[config.mk]
export PLATFORM = sky130hd
export DESIGN_NAME = ctrlport_if_arbiter
export DESIGN_NICKNAME = d
export VERILOG_FILES = /design/src/rtl/ctrlport_if_arbiter_pkg.sv /design/src/rtl/ctrlport_rr_grant.sv /design/src/rtl/ctrlport_if_arbiter.sv
export SDC_FILE = /design/constraint.sdc
export NUM_CORES = 1
export LEC_CHECK = 0
export CORE_ASPECT_RATIO = 0.75
export CORE_MARGIN = 3
export CORE_UTILIZATION = 30
export DETAILED_ROUTE_END_ITERATION = 6
export PLACE_DENSITY = 0.63
export SLEW_MARGIN = 20
export SYNTH_ARGS = -nofsm -noshare
export SYNTH_HDL_FRONTEND = slang
export SYNTH_SLANG_ARGS = --single-unit
[constraint.sdc]
create_clock -name ctrlport_clk -period 4.61 [get_ports ctrlport_clk]
set_clock_uncertainty 0.2 [all_clocks]
set_input_delay 1.1525 -clock ctrlport_clk [delete_from_list [all_inputs] [get_ports ctrlport_clk]]
set_output_delay 1.1525 -clock ctrlport_clk [all_outputs]
set_load 0.02 [all_outputs]
[src/rtl/ctrlport_if_arbiter_pkg.sv]
`default_nettype none
// ============================================================================
// Module      : ctrlport_if_arbiter_pkg
// Description : Shared control-port definitions: response status codes and
//               the request/response structures carried on every ctrlport.
// Revision    : 1.0 - initial release
// ============================================================================
package ctrlport_if_arbiter_pkg;

  // Response status codes
  localparam logic [1:0] C_STS_OKAY   = 2'b00;
  localparam logic [1:0] C_STS_CMDERR = 2'b01;
  localparam logic [1:0] C_STS_TSERR  = 2'b10;
  localparam logic [1:0] C_STS_SLVERR = 2'b11;

  typedef struct packed {
    logic        wr;
    logic        rd;
    logic [19:0] addr;
    logic [31:0] data;
    logic [3:0]  byte_en;
  } ctrlport_req_t;

  typedef struct packed {
    logic        ack;
    logic [1:0]  status;
    logic [31:0] data;
  } ctrlport_resp_t;

endpackage
`default_nettype wire

[src/rtl/ctrlport_rr_grant.sv]
`default_nettype none
// ============================================================================
// Module      : ctrlport_rr_grant
// Description : Combinational round-robin picker. Returns the first pending
//               requester found searching upward from last_grant+1, wrapping
//               modulo NUM_PORTS.
// Ports       : pending_i    - request vector
//               last_grant_i - index granted most recently
//               grant_o      - one-hot grant (all zero when nothing pending)
//               grant_idx_o  - binary index of grant_o
//               valid_o      - at least one requester pending
// Revision    : 1.0 - initial release
// ============================================================================
module ctrlport_rr_grant #(
  parameter int NUM_PORTS = 4,
  parameter int IDX_W     = $clog2(NUM_PORTS)
) (
  input  logic [NUM_PORTS-1:0] pending_i,
  input  logic [IDX_W-1:0]     last_grant_i,
  output logic [NUM_PORTS-1:0] grant_o,
  output logic [IDX_W-1:0]     grant_idx_o,
  output logic                 valid_o
);

  int               cand;
  logic [IDX_W-1:0] cand_idx;

  // Walk the search order from farthest to nearest so the nearest pending
  // candidate is the last one written and therefore wins.
  always_comb begin
    grant_o     = '0;
    grant_idx_o = '0;
    cand        = 0;
    cand_idx    = '0;
    for (int k = NUM_PORTS; k >= 1; k--) begin
      cand     = (int'(last_grant_i) + k) % NUM_PORTS;
      cand_idx = IDX_W'(cand);
      if (pending_i[cand_idx]) begin
        grant_o           = '0;
        grant_o[cand_idx] = 1'b1;
        grant_idx_o       = cand_idx;
      end
    end
  end

  assign valid_o = |pending_i;

endmodule
`default_nettype wire

[src/rtl/ctrlport_if_arbiter.sv]
`default_nettype none
// ============================================================================
// Module      : ctrlport_if_arbiter
// Description : Round-robin arbiter sharing one downstream control port among
//               NUM_PORTS requesters. Each requester pulse is held until it
//               is issued downstream; the response returns only to the
//               originating port.
// Ports       : ctrlport_clk      - clock
//               ctrlport_rst_n    - asynchronous active-low reset
//               s_ctrlport_req_i  - requester requests (one per port)
//               s_ctrlport_resp_o - requester responses (one per port)
//               m_ctrlport_req_o  - shared downstream request
//               m_ctrlport_resp_i - shared downstream response
//               busy_o            - transaction outstanding downstream
// Options     : CTRLPORT_ARB_TIMEOUT_EN - when defined, a transaction not
//               acknowledged within TIMEOUT cycles completes with SLVERR.
// Revision    : 1.0 - initial release
// ============================================================================
module ctrlport_if_arbiter
  import ctrlport_if_arbiter_pkg::*;
#(
  parameter int NUM_PORTS = 4,
  parameter int TIMEOUT   = 1024
) (
  input  logic                            ctrlport_clk,
  input  logic                            ctrlport_rst_n,
  input  ctrlport_req_t  [NUM_PORTS-1:0]  s_ctrlport_req_i,
  output ctrlport_resp_t [NUM_PORTS-1:0]  s_ctrlport_resp_o,
  output ctrlport_req_t                   m_ctrlport_req_o,
  input  ctrlport_resp_t                  m_ctrlport_resp_i,
  output logic                            busy_o
);

  localparam int IDX_W = $clog2(NUM_PORTS);

  typedef enum logic [0:0] {
    S_IDLE = 1'b0,
    S_WAIT = 1'b1
  } state_t;

  state_t                          state_q;
  logic           [NUM_PORTS-1:0]  pending_q;
  ctrlport_req_t  [NUM_PORTS-1:0]  held_q;
  logic           [IDX_W-1:0]      last_grant_q;
  logic           [IDX_W-1:0]      grant_q;
  logic           [NUM_PORTS-1:0]  grant_oh_q;
  ctrlport_req_t                   m_req_q;
  ctrlport_resp_t [NUM_PORTS-1:0]  s_resp_q;
  logic                            busy_q;

  logic           [NUM_PORTS-1:0]  rr_grant_oh;
  logic           [IDX_W-1:0]      rr_grant_idx;
  logic                            rr_valid;

  // Completion of the outstanding transaction and the response to return
  logic                            done;
  ctrlport_resp_t                  done_resp;

  ctrlport_rr_grant #(
    .NUM_PORTS (NUM_PORTS),
    .IDX_W     (IDX_W)
  ) u_rr_grant (
    .pending_i    (pending_q),
    .last_grant_i (last_grant_q),
    .grant_o      (rr_grant_oh),
    .grant_idx_o  (rr_grant_idx),
    .valid_o      (rr_valid)
  );

`ifdef CTRLPORT_ARB_TIMEOUT_EN
  // Held at zero in IDLE, so the first WAIT cycle counts as cycle 0 and the
  // forced response is registered TIMEOUT cycles after the request pulse.
  logic [15:0] wait_cnt_q;
  logic        expired;

  assign expired = (wait_cnt_q == 16'(TIMEOUT - 1));

  always_ff @(posedge ctrlport_clk or negedge ctrlport_rst_n) begin
    if (!ctrlport_rst_n) begin
      wait_cnt_q <= '0;
    end else if (state_q == S_IDLE) begin
      wait_cnt_q <= '0;
    end else begin
      wait_cnt_q <= wait_cnt_q + 16'd1;
    end
  end

  // A real ack takes precedence over an expiry in the same cycle.
  always_comb begin
    done      = (state_q == S_WAIT) && (m_ctrlport_resp_i.ack || expired);
    done_resp = m_ctrlport_resp_i.ack ? m_ctrlport_resp_i
                                      : '{ack: 1'b1, status: C_STS_SLVERR, data: 32'h0};
  end
`else
  logic unused_timeout;
  assign unused_timeout = ^32'(TIMEOUT);

  always_comb begin
    done      = (state_q == S_WAIT) && m_ctrlport_resp_i.ack;
    done_resp = m_ctrlport_resp_i;
  end
`endif

  always_ff @(posedge ctrlport_clk or negedge ctrlport_rst_n) begin
    if (!ctrlport_rst_n) begin
      state_q      <= S_IDLE;
      pending_q    <= '0;
      held_q       <= '0;
      last_grant_q <= IDX_W'(NUM_PORTS - 1);
      grant_q      <= '0;
      grant_oh_q   <= '0;
      m_req_q      <= '0;
      s_resp_q     <= '0;
      busy_q       <= 1'b0;
    end else begin
      // Responses are single-cycle pulses.
      s_resp_q <= '0;

      // Capture only into an empty holding register; a pulse arriving while
      // one is held is a protocol violation and is dropped.
      for (int i = 0; i < NUM_PORTS; i++) begin
        if ((s_ctrlport_req_i[i].wr || s_ctrlport_req_i[i].rd) && !pending_q[i]) begin
          held_q[i]    <= s_ctrlport_req_i[i];
          pending_q[i] <= 1'b1;
        end
      end

      case (state_q)
        S_IDLE: begin
          if (rr_valid) begin
            grant_q    <= rr_grant_idx;
            grant_oh_q <= rr_grant_oh;
            m_req_q    <= held_q[rr_grant_idx];
            state_q    <= S_WAIT;
            busy_q     <= 1'b1;
          end
        end
        S_WAIT: begin
          // wr/rd strobe for one cycle; address/data stay for the slave.
          m_req_q.wr <= 1'b0;
          m_req_q.rd <= 1'b0;
          if (done) begin
            // The granted port cannot be capturing this cycle (it is pending),
            // so clearing its pending bit never races a capture.
            for (int i = 0; i < NUM_PORTS; i++) begin
              if (grant_oh_q[i]) begin
                s_resp_q[i]  <= done_resp;
                pending_q[i] <= 1'b0;
              end
            end
            last_grant_q <= grant_q;
            state_q      <= S_IDLE;
            busy_q       <= 1'b0;
          end
        end
        default: begin
          state_q <= S_IDLE;
          busy_q  <= 1'b0;
        end
      endcase
    end
  end

  assign m_ctrlport_req_o  = m_req_q;
  assign s_ctrlport_resp_o = s_resp_q;
  assign busy_o            = busy_q;

endmodule
`default_nettype wire
==> flow_summary.ini, run 1 <==
[detailed_routing]
wl_met2_mm = 25.0
vias = 11500
first_pass_iters = 4
drc = 0
topRoutingLayerUsed = met5
drt_wl_total_mm = 52.5
wl_per_cell_um = 21.2
first_iter_violations = 559
vias_per_cell = 4.64
ant_nets = 0
routed-wl-met3_mm = 3.58
drt-met1-wl_mm = 22.8

[yosys]
synth_top_area_cell = dfrtp_1
synth.yosys.warnings = 0
async_flop_share_pct = 100
ys.flop_type = dfrtp_1
synth_top_area_share_pct = 63.3
syn_nets = 1486
syn-mean-instance-area_sq_um = 14.4
synth-edff-count = 0
syn_area_sq_mm = 0.0175
synthTopCellsByCount = dfrtp_1 (442), mux2_2 (235), and2_1 (137), mux2i_1 (120), nand2_1 (69)
syn-instance-count = 1213
synthTopCellsByArea = dfrtp_1 (63%), mux2_2 (15%), mux2i_1 (6.9%), and2_1 (4.9%), o221ai_1 (2.9%)
ys_types = 38
synth.most_common_cell = dfrtp_1
yosysSeqAreaShare_pct = 63.6
synth_seq_cells = 444

[setup_path]
r2r_cells = 8
startpoint = last_grant_q[0]
worstPathRequired_ns = 4.81
r2r_slack_ns = 1.16
r2r-end = m_ctrlport_req_o[45]
critical_path_class = reg -> reg
crit_arrival_ns = 3.65
cp-start-kind = flip-flop
end_kind = flip-flop
cp-endpoint = m_ctrlport_req_o[45]
critPathMaxFanout = 89
r2r_start = last_grant_q[0]

[floorplan]
ios = 468
die_h_um = 215
row_count = 75
initial_core_util_pct = 30.8
dieArea_sq_mm = 0.0612
die-width_um = 285
core_area_sq_mm = 0.0568

[timing]
hold_viol = 0
setup_viol = 0
finalCritPeriodShare_pct = 74.8
whs_ns = 0.279
tightest_slew_ns = 1.02
post-route-min-period_ns = 3.45
tns_ns = 0
relSlewSlack_pct = 32.1
drv_slew = 0
rsz0062_at_grt = no
fmax_mhz = 290

[pwr]
switching_share_pct = 32.5
p_int_mw = 10.2
p_leak_nw = 10.9
p_per_area_mw_per_mm2 = 618
p_switching_mw = 4.92
power.share.clock_pct = 24.5
power_frac_seq_pct = 40.5
combPwrFrac_pct = 35.0
peakVddDrop_mv = 0.536

[clock_tree]
cts_max_level = 2
numCtsBuffers = 47
clk_pin_slew_ns = 0.06
cts.repair.resized = 0
clock_latency_ns = 0.58
ctsLongestPathBuffers = 3
cts_tree = built
cts_root_buf = clkbuf_16
hold_buffers = 0
post-cts-setup-buffers = 0
clkSinkCount = 444

[layout]
nets = 1941
regArea_sq_mm = 0.0111
drive_above_1_share_pct = 20.2
fillers = 5135
finish.instance_area_sq_mm = 0.0245
multi_input_area_sq_mm = 0.00603
fin_cells = 2473
area_growth_pct = 40.5

[placement]
hpwlAfterDp_mm = 35.1
dp.cells = 2389
io_buffers = 467
gp_congestion = 0.801
placed_cell_area_sq_mm = 0.0230

[outcome]
status = complete, no violations

[hold_path]
hold_depth = 2
holdCritPathClass = reg -> reg

[run]
maxCapViolCount = 0

[global_routing]
grt_pass1_wl_mm = 80.3
grt_max_degree = 90
grt.total_usage_pct = 17.1
grt_overflow = 0
antenna_found_initial = 4
grt_pass1_vias = 12800
==> cell type report <==
class,count,share of cell area (%)
flip-flops and latches,444,45.3
multi-input cells,687,24.6
repair buffers,486,20.0
clock buffers,67,5.59
well taps,770,3.93
clock inverters,16,0.571
inverters,2,0.0306
diodes,1,0.0102
==> layer usage <==
| metal | GRT usage (%) | up-vias |
|---|---|---|
| met1 | 22.5 | 5888 |
| li1 | - | 5164 |
| met2 | 28.1 | 331 |
| met4 | 4.01 | 8 |
| met3 | 4.78 | 75 |
| met5 | 0 | - |
==> worst max-delay path, cell delays in order, from the launching register on <==
cell	delay, ns
dfstp_2	0.68
inv_1	0.18
ha_1	0.45
mux2i_1	0.40
a221oi_2	0.13
a21oi_4	0.17
buf_12	0.55
mux2i_1	0.33
o221ai_1	0.15
==> how the worst min path moves through the flow <==
stage,end,from
final,grant_q[0],grant_q[0]
after global routing,held_q[25],held_q[25]
after CTS,grant_q[0],grant_q[0]
after detailed placement,grant_q[0],grant_q[0]
after global placement,grant_oh_q[0],grant_oh_q[0]
after floorplan,grant_oh_q[2],grant_oh_q[2]
==> layout by cell type (no fill, tap or decap), types with 2 or more instances in the layout <==
cell and count:
a21oi_1 6, a221o_1 4, and2_1 137, and3_1 3, buf_12 7, buf_4 12, clkbuf_1 9, clkbuf_16 48
clkbuf_8 10, clkdlybuf4s50_1 466, clkinv_2 6, clkinvlp_4 5, dfrtp_1 442, dfstp_2 2, ha_1 4, inv_1 2
inv_6 3, mux2_2 235, mux2i_1 120, mux4_2 2, nand2_1 68, nand2b_1 2, nand2b_4 2, nor2_1 14
nor2b_1 3, nor3_1 5, o211ai_1 2, o21a_1 2, o21ai_0 2, o21bai_4 4, o221ai_1 58, o31ai_1 4
==> cell families (layout without fill, tap and decap cells) <==
family,Yosys count,count (layout),synth area share [%]
simple gates,239,239,7.36
compound gates,87,87,4.16
flops,444,444,63.6
mux,357,357,22.3
buf+inv,82,571,2.29
other cells,0,1,0
fa+ha+maj,4,4,0.287
==> flip-flops by register name, summed over array words and instances (netlist names) <==
name,count
pending_q,4
s_ctrlport_resp_o,140
last_grant_q,2
grant_q,2
m_ctrlport_req_o,58
state_q,1
busy_o,1
held_q,232
grant_oh_q,4
==> power groups by stage <==
stage | clock [mW] | sequential, mW | combinational (mW)
finish | 3.71 | 6.14 | 5.31
global route | 4.01 | 6.32 | 5.75
CTS | 3.85 | 6.15 | 5.41
detailed placement | 0 | 6.21 | 5.39
global placement | 0 | 6.17 | 5.24
floorplan | 0 | 6.34 | 3.26
==> stage by stage <==
step	util, %	power, mW	worst slack, ns
floorplan	-	9.60	1.56
global placement	40.6	11.4	1.23
detailed placement	40.6	11.6	1.13
CTS	43.2	15.4	1.13
global route	43.2	16.1	0.991
finish	43.2	15.2	1.16
Note: power is estimated with default switching activity, not from simulation.
==> run 2, diff against run 1 <==
==> constraint.sdc (replaced) <==
create_clock -name ctrlport_clk -period 3.35 [get_ports ctrlport_clk]
set_clock_uncertainty 0.2 [all_clocks]
set_input_delay 0.8375 -clock ctrlport_clk [delete_from_list [all_inputs] [get_ports ctrlport_clk]]
set_output_delay 0.8375 -clock ctrlport_clk [all_outputs]
set_load 0.02 [all_outputs]
==> flow_summary.ini, run 2 (same netlist as run 1, synthesis figures left out) <==
[setup_path]
cp-start-kind = flip-flop
worstPathRequired_ns = 3.57
end_kind = flip-flop
critical_path_class = reg -> reg
critPathMaxFanout = 22
crit_arrival_ns = 3.36

[global_routing]
grt_pass1_wl_mm = 80.5
use_met3_pct = 4.69
met1_usage_pct = 22.4
grt_max_degree = 80
grt.total_usage_pct = 17.1
grt_overflow = 0
antenna_found_initial = 13
grt_pass1_vias = 12600
grt_use_met2_pct = 28.7
busiest_layer = met2

[clock_tree]
numCtsBuffers = 46
clkSinkCount = 444
clock_latency_ns = 0.57
cts_max_level = 2
clk_pin_slew_ns = 0.06
cts_root_buf = clkbuf_16
ctsLongestPathBuffers = 3
cts_tree = built
hold_buffers = 0

[layout]
layout_common_cells = clkdlybuf4s50_1 (466), dfrtp_1 (442), mux2_2 (235), and2_1 (137), mux2i_1 (119)
fin_cells = 2497
final_common_cell = clkdlybuf4s50_1
area_growth_pct = 41.9
drive_above_1_share_pct = 20.5
top_register = held_q
nets = 1960
largest_register_ffs = 232

[pwr]
peakVddDrop_mv = 0.418
power_mw = 21.0
p_per_area_mw_per_mm2 = 849
p_leak_nw = 11.0

[placement]
dp.cells = 2408
io_buffers = 467
gp_congestion = 0.799
hpwlAfterDp_mm = 36.3

[hold_path]
holdCritPathClass = in -> async

[floorplan]
initial_core_util_pct = 30.8
die_h_um = 215
ios = 468
die-width_um = 285
row_count = 75
dieArea_sq_mm = 0.0612
core_area_sq_mm = 0.0568

[detailed_routing]
vias_per_cell = 4.65
first_iter_violations = 651
ant_nets = 0
drc = 0
first_pass_iters = 4
vias = 11600
wl_per_cell_um = 21.2
drt_wl_total_mm = 53.0

[timing]
relSlewSlack_pct = 33.9
fmax_mhz = 318
post-route-min-period_ns = 3.14
rsz0062_at_grt = no
setup_viol = 0
hold_viol = 0
tns_ns = 0
finalCritPeriodShare_pct = 93.8
tightest_slew_ns = 0.992
drv_slew = 0

[outcome]
status = complete, no violations

[run]
maxCapViolCount = 0
[run 2: changes by cell type in the layout (fill, tap and decap cells not counted), sizes merged]
cell / previous run / this run
clkbuf: 67 / 75
inv: 5 / 3
clkinvlp: 5 / 1
clkinv: 7 / 6
diode: 1 / 4
buf: 20 / 40
[run 2: where the power goes]
part	internal [mW]	switching, mW	leakage, nW
clock network	2.87	2.11	0.709
logic	4.02	3.58	4.72
registers	7.36	1.10	5.56
total	14.3	6.79	11.0
[run 2: metal layers]
metal  wire length, um  vias to the layer above
li1                  -                     5219
met1             22900                     5997
met2             25900                      308
met3              3530                       66
met4               672                       16
met5               100                        -
[run 2: area by class of cell]
class                   count  area, sq um
well taps                 770          963
diodes                      4         10.0
clock inverters             9         83.8
flip-flops and latches    444        11100
fillers                  5115        32000
inverters                   2         7.51
repair buffers            506         5200
multi-input cells         687         6030
clock buffers              75         1370
[run 2: what timing repair did]
action / 4_1_cts / 5_1_grt
endpoints found under the hold margin: 0 / 0
setup endpoints to repair: 0 / 28
setup buffers: 0 / 1
resized for setup: 0 / 1
[run 2: per-stage QoR]
stage	utilization (%)	worst slack (ns)	hold WS [ns]	area, sq um
final	43.6	0.208	0.0682	24800
after global routing	43.6	0.0356	0.0852	24800
after global placement	41.0	0.238	0.261	23300
after floorplan	-	0.295	0.241	17500
after CTS	43.6	0.115	0.0771	24800
after detailed placement	41.0	0.137	0.263	23300
[run 2: worst paths after layout]
path / slack, ns / startpoint / endpoint / depth (start not counted)
max reg2reg: 0.21 / last_grant_q[1] / m_ctrlport_req_o[39] / 9
max: 0.21 / last_grant_q[1] / m_ctrlport_req_o[39] / 9
max in group asynchronous: 2.00 / ctrlport_rst_n / held_q[165] / 2
min in group ctrlport_clk: 0.28 / grant_oh_q[0] / grant_oh_q[0] / 2
min: 0.07 / ctrlport_rst_n / m_ctrlport_req_o[9] / 1
min reg2reg: 0.28 / grant_oh_q[0] / grant_oh_q[0] / 2
[run 2: worst max-delay path, cell delays in order, from the launching register on]
cell      delay, ns
dfstp_2        0.65
inv_1          0.13
ha_1           0.40
mux4_2         0.41
nand2b_1       0.10
a21oi_4        0.23
buf_12         0.25
buf_4          0.25
mux2i_1        0.21
o221ai_1       0.13
==> run 3, diff against run 2 <==
--- a/config.mk
+++ b/config.mk
@@ -5,11 +5,13 @@
 export SDC_FILE = /design/constraint.sdc
 export NUM_CORES = 1
 export LEC_CHECK = 0
+export ABC_AREA = 1
+export CAP_MARGIN = 20
 export CORE_ASPECT_RATIO = 0.75
 export CORE_MARGIN = 3
 export CORE_UTILIZATION = 30
 export DETAILED_ROUTE_END_ITERATION = 6
-export PLACE_DENSITY = 0.63
+export PLACE_DENSITY = 0.62
 export SLEW_MARGIN = 20
 export SYNTH_ARGS = -nofsm -noshare
 export SYNTH_HDL_FRONTEND = slang
==> flow_summary.ini, run 3 <==
[outcome]
status = complete, no violations

[clock_tree]
clock_latency_ns = 0.58
clk_pin_slew_ns = 0.06
post-cts-setup-buffers = 0
clkSinkCount = 444
cts_root_buf = clkbuf_16
cts_max_level = 2
ctsLongestPathBuffers = 3
hold_buffers = 0
cts.repair.resized = 0
numCtsBuffers = 49
cts_tree = built

[pwr]
p_int_mw = 13.9
peakVddDrop_mv = 0.657
p_leak_nw = 12.6
p_switching_mw = 9.32
power_frac_seq_pct = 34.3
p_per_area_mw_per_mm2 = 908
power.share.clock_pct = 22.6
switching_share_pct = 40.2
combPwrFrac_pct = 43.1

[setup_path]
cp_num_cells = 14
critical_path_buf_inv_count = 3
crit_family = simple AND/OR/NAND/NOR gates
crit_arrival_ns = 3.25
worstPathRequired_ns = 3.61
critical_path_class = reg -> reg
cp-start-kind = flip-flop
crit_chain = inv_2 > ha_1 > inv_1 > nand3_1 > nand2_1 > nor2_1 > nand2_4 > nand2_4 > buf_12 > nand2_1 > nand3_1 > nand2_1 > nand2_1 > nand2_1
crit_path_frequent_cell = nand2_1
slowest_stage = dfstp_2
max_stage_delay_ns = 0.59
critPathMaxFanout = 67
r2r_cells = 14
end_kind = flip-flop

[detailed_routing]
vias = 15800
drc = 0
ant_nets = 0
vias_per_cell = 4.66
drt_wl_total_mm = 60.7
first_iter_violations = 1068
wl_per_cell_um = 17.8
first_pass_iters = 5

[yosys]
syn_nets = 2404
syn-mean-instance-area_sq_um = 8.56
yosysSeqAreaShare_pct = 61.0
synth_top_area_cell = dfrtp_1
syn_area_sq_mm = 0.0182
ys.flop_type = dfrtp_1
synth.most_common_cell = dfrtp_1
async_flop_share_pct = 100
synth.yosys.warnings = 0
synthTopCellsByCount = dfrtp_1 (442), nand2_1 (439), nor2_1 (316), inv_1 (288), nand3_1 (241)
synth-edff-count = 0
synth_top_area_share_pct = 60.7
syn-instance-count = 2131
ys_types = 22
synth_seq_cells = 444
synthTopCellsByArea = dfrtp_1 (61%), nand2_1 (9.0%), nand3_1 (6.6%), nor2_1 (6.5%), inv_1 (5.9%)

[layout]
largest_register_ffs = 232
fillers = 5767
drive_above_1_share_pct = 5.56
area_growth_pct = 40.0
final_common_cell = clkdlybuf4s50_1
finish.instance_area_sq_mm = 0.0255
top_register = held_q
layout_common_cells = clkdlybuf4s50_1 (466), dfrtp_1 (442), nand2_1 (435), nor2_1 (315), inv_1 (286)
nets = 2840
utilization_pct = 42.9

[timing]
drv_slew = 0
relSlewSlack_pct = 39.9
setup_viol = 0
hold_viol = 0
fmax_mhz = 335
post-route-min-period_ns = 2.99
rsz0062_at_grt = no
finalCritPeriodShare_pct = 89.2
whs_ns = 0.0395
tightest_slew_ns = 0.902
tns_ns = 0

[floorplan]
core_area_sq_mm = 0.0595
die_h_um = 219
initial_core_util_pct = 30.6
ios = 468
dieArea_sq_mm = 0.0638
die-width_um = 291
row_count = 77

[global_routing]
antenna_found_initial = 8
grt_overflow = 0
grt_pass1_vias = 16000
grt_pass1_wl_mm = 93.5
grt.total_usage_pct = 18.6
grt_max_degree = 113

[hold_path]
holdCritPathClass = in -> async

[placement]
hpwlAfterDp_mm = 42.0
placed_cell_area_sq_mm = 0.0239
io_buffers = 467
gp_congestion = 0.837

[run]
maxCapViolCount = 0
==> run 3: path summary, 6_finish.rpt <==
kind                                       from                     to  slack [ns]
min in group ctrlport_clk  m_ctrlport_req_o[28]   m_ctrlport_req_o[28]        0.28
min reg2reg                m_ctrlport_req_o[28]   m_ctrlport_req_o[28]        0.28
max in group asynchronous        ctrlport_rst_n   m_ctrlport_req_o[45]        1.97
min                              ctrlport_rst_n  s_ctrlport_resp_o[10]        0.04
max reg2reg                     last_grant_q[0]   m_ctrlport_req_o[43]        0.36
max                             last_grant_q[0]   m_ctrlport_req_o[43]        0.36
==> run 3: cells by family after synthesis <==
group	share of synthesized area, %
AO/OA/AOI/OAI	7.21
adder cells (fa/ha/maj)	0.275
buffers and inverters	9.04
AND/OR/NAND/NOR	22.5
flip-flops	61.0
==> run 3: final cells by class <==
cell class | count | area, sq um | share of cell area, %
clock inverters | 28 | 228 | 0.892
diodes | 2 | 5.00 | 0.0196
inverters | 297 | 1120 | 4.37
flip-flops and latches | 444 | 11100 | 43.5
multi-input cells | 1269 | 5510 | 21.6
repair buffers | 506 | 5210 | 20.4
clock buffers | 64 | 1350 | 5.30
well taps | 790 | 988 | 3.87
==> run 3: worst register-to-register path: cells and delay by family (launching register included) <==
family / cells / cell delay [ns]
adder cells (fa/ha/maj): 1 / 0.33
AND/OR/NAND/NOR: 10 / 1.31
flip-flops: 1 / 0.59
buffers and inverters: 3 / 0.47
==> run 3: power groups by stage <==
stage / Clock [mW] / Sequential, mW / Combinational (mW)
finish: 5.25 / 7.94 / 9.99
global route: 5.65 / 8.12 / 11.1
CTS: 5.42 / 7.95 / 10.1
detailed placement: 0 / 8.02 / 10.0
global placement: 0 / 7.99 / 9.86
floorplan: 0 / 8.44 / 5.75
==> run 3: through the flow <==
stage          setup WS, ns  total power, mW  std cells
2_1_floorplan         0.887             14.2       2131
3_3_place_gp          0.498             17.8       3305
3_5_place_dp          0.360             18.0       3306
4_1_cts               0.349             23.4       3398
5_1_grt               0.157             24.9       3398
6_report              0.363             23.2       3400
==> run 3: layer usage <==
metal	routed length, um	global-route usage, %	up-vias
li1	-	-	7444
met4	1260	4.74	10
met2	27800	29.7	602
met3	4510	4.11	97
met1	27000	25.9	7678
met5	67	0	-
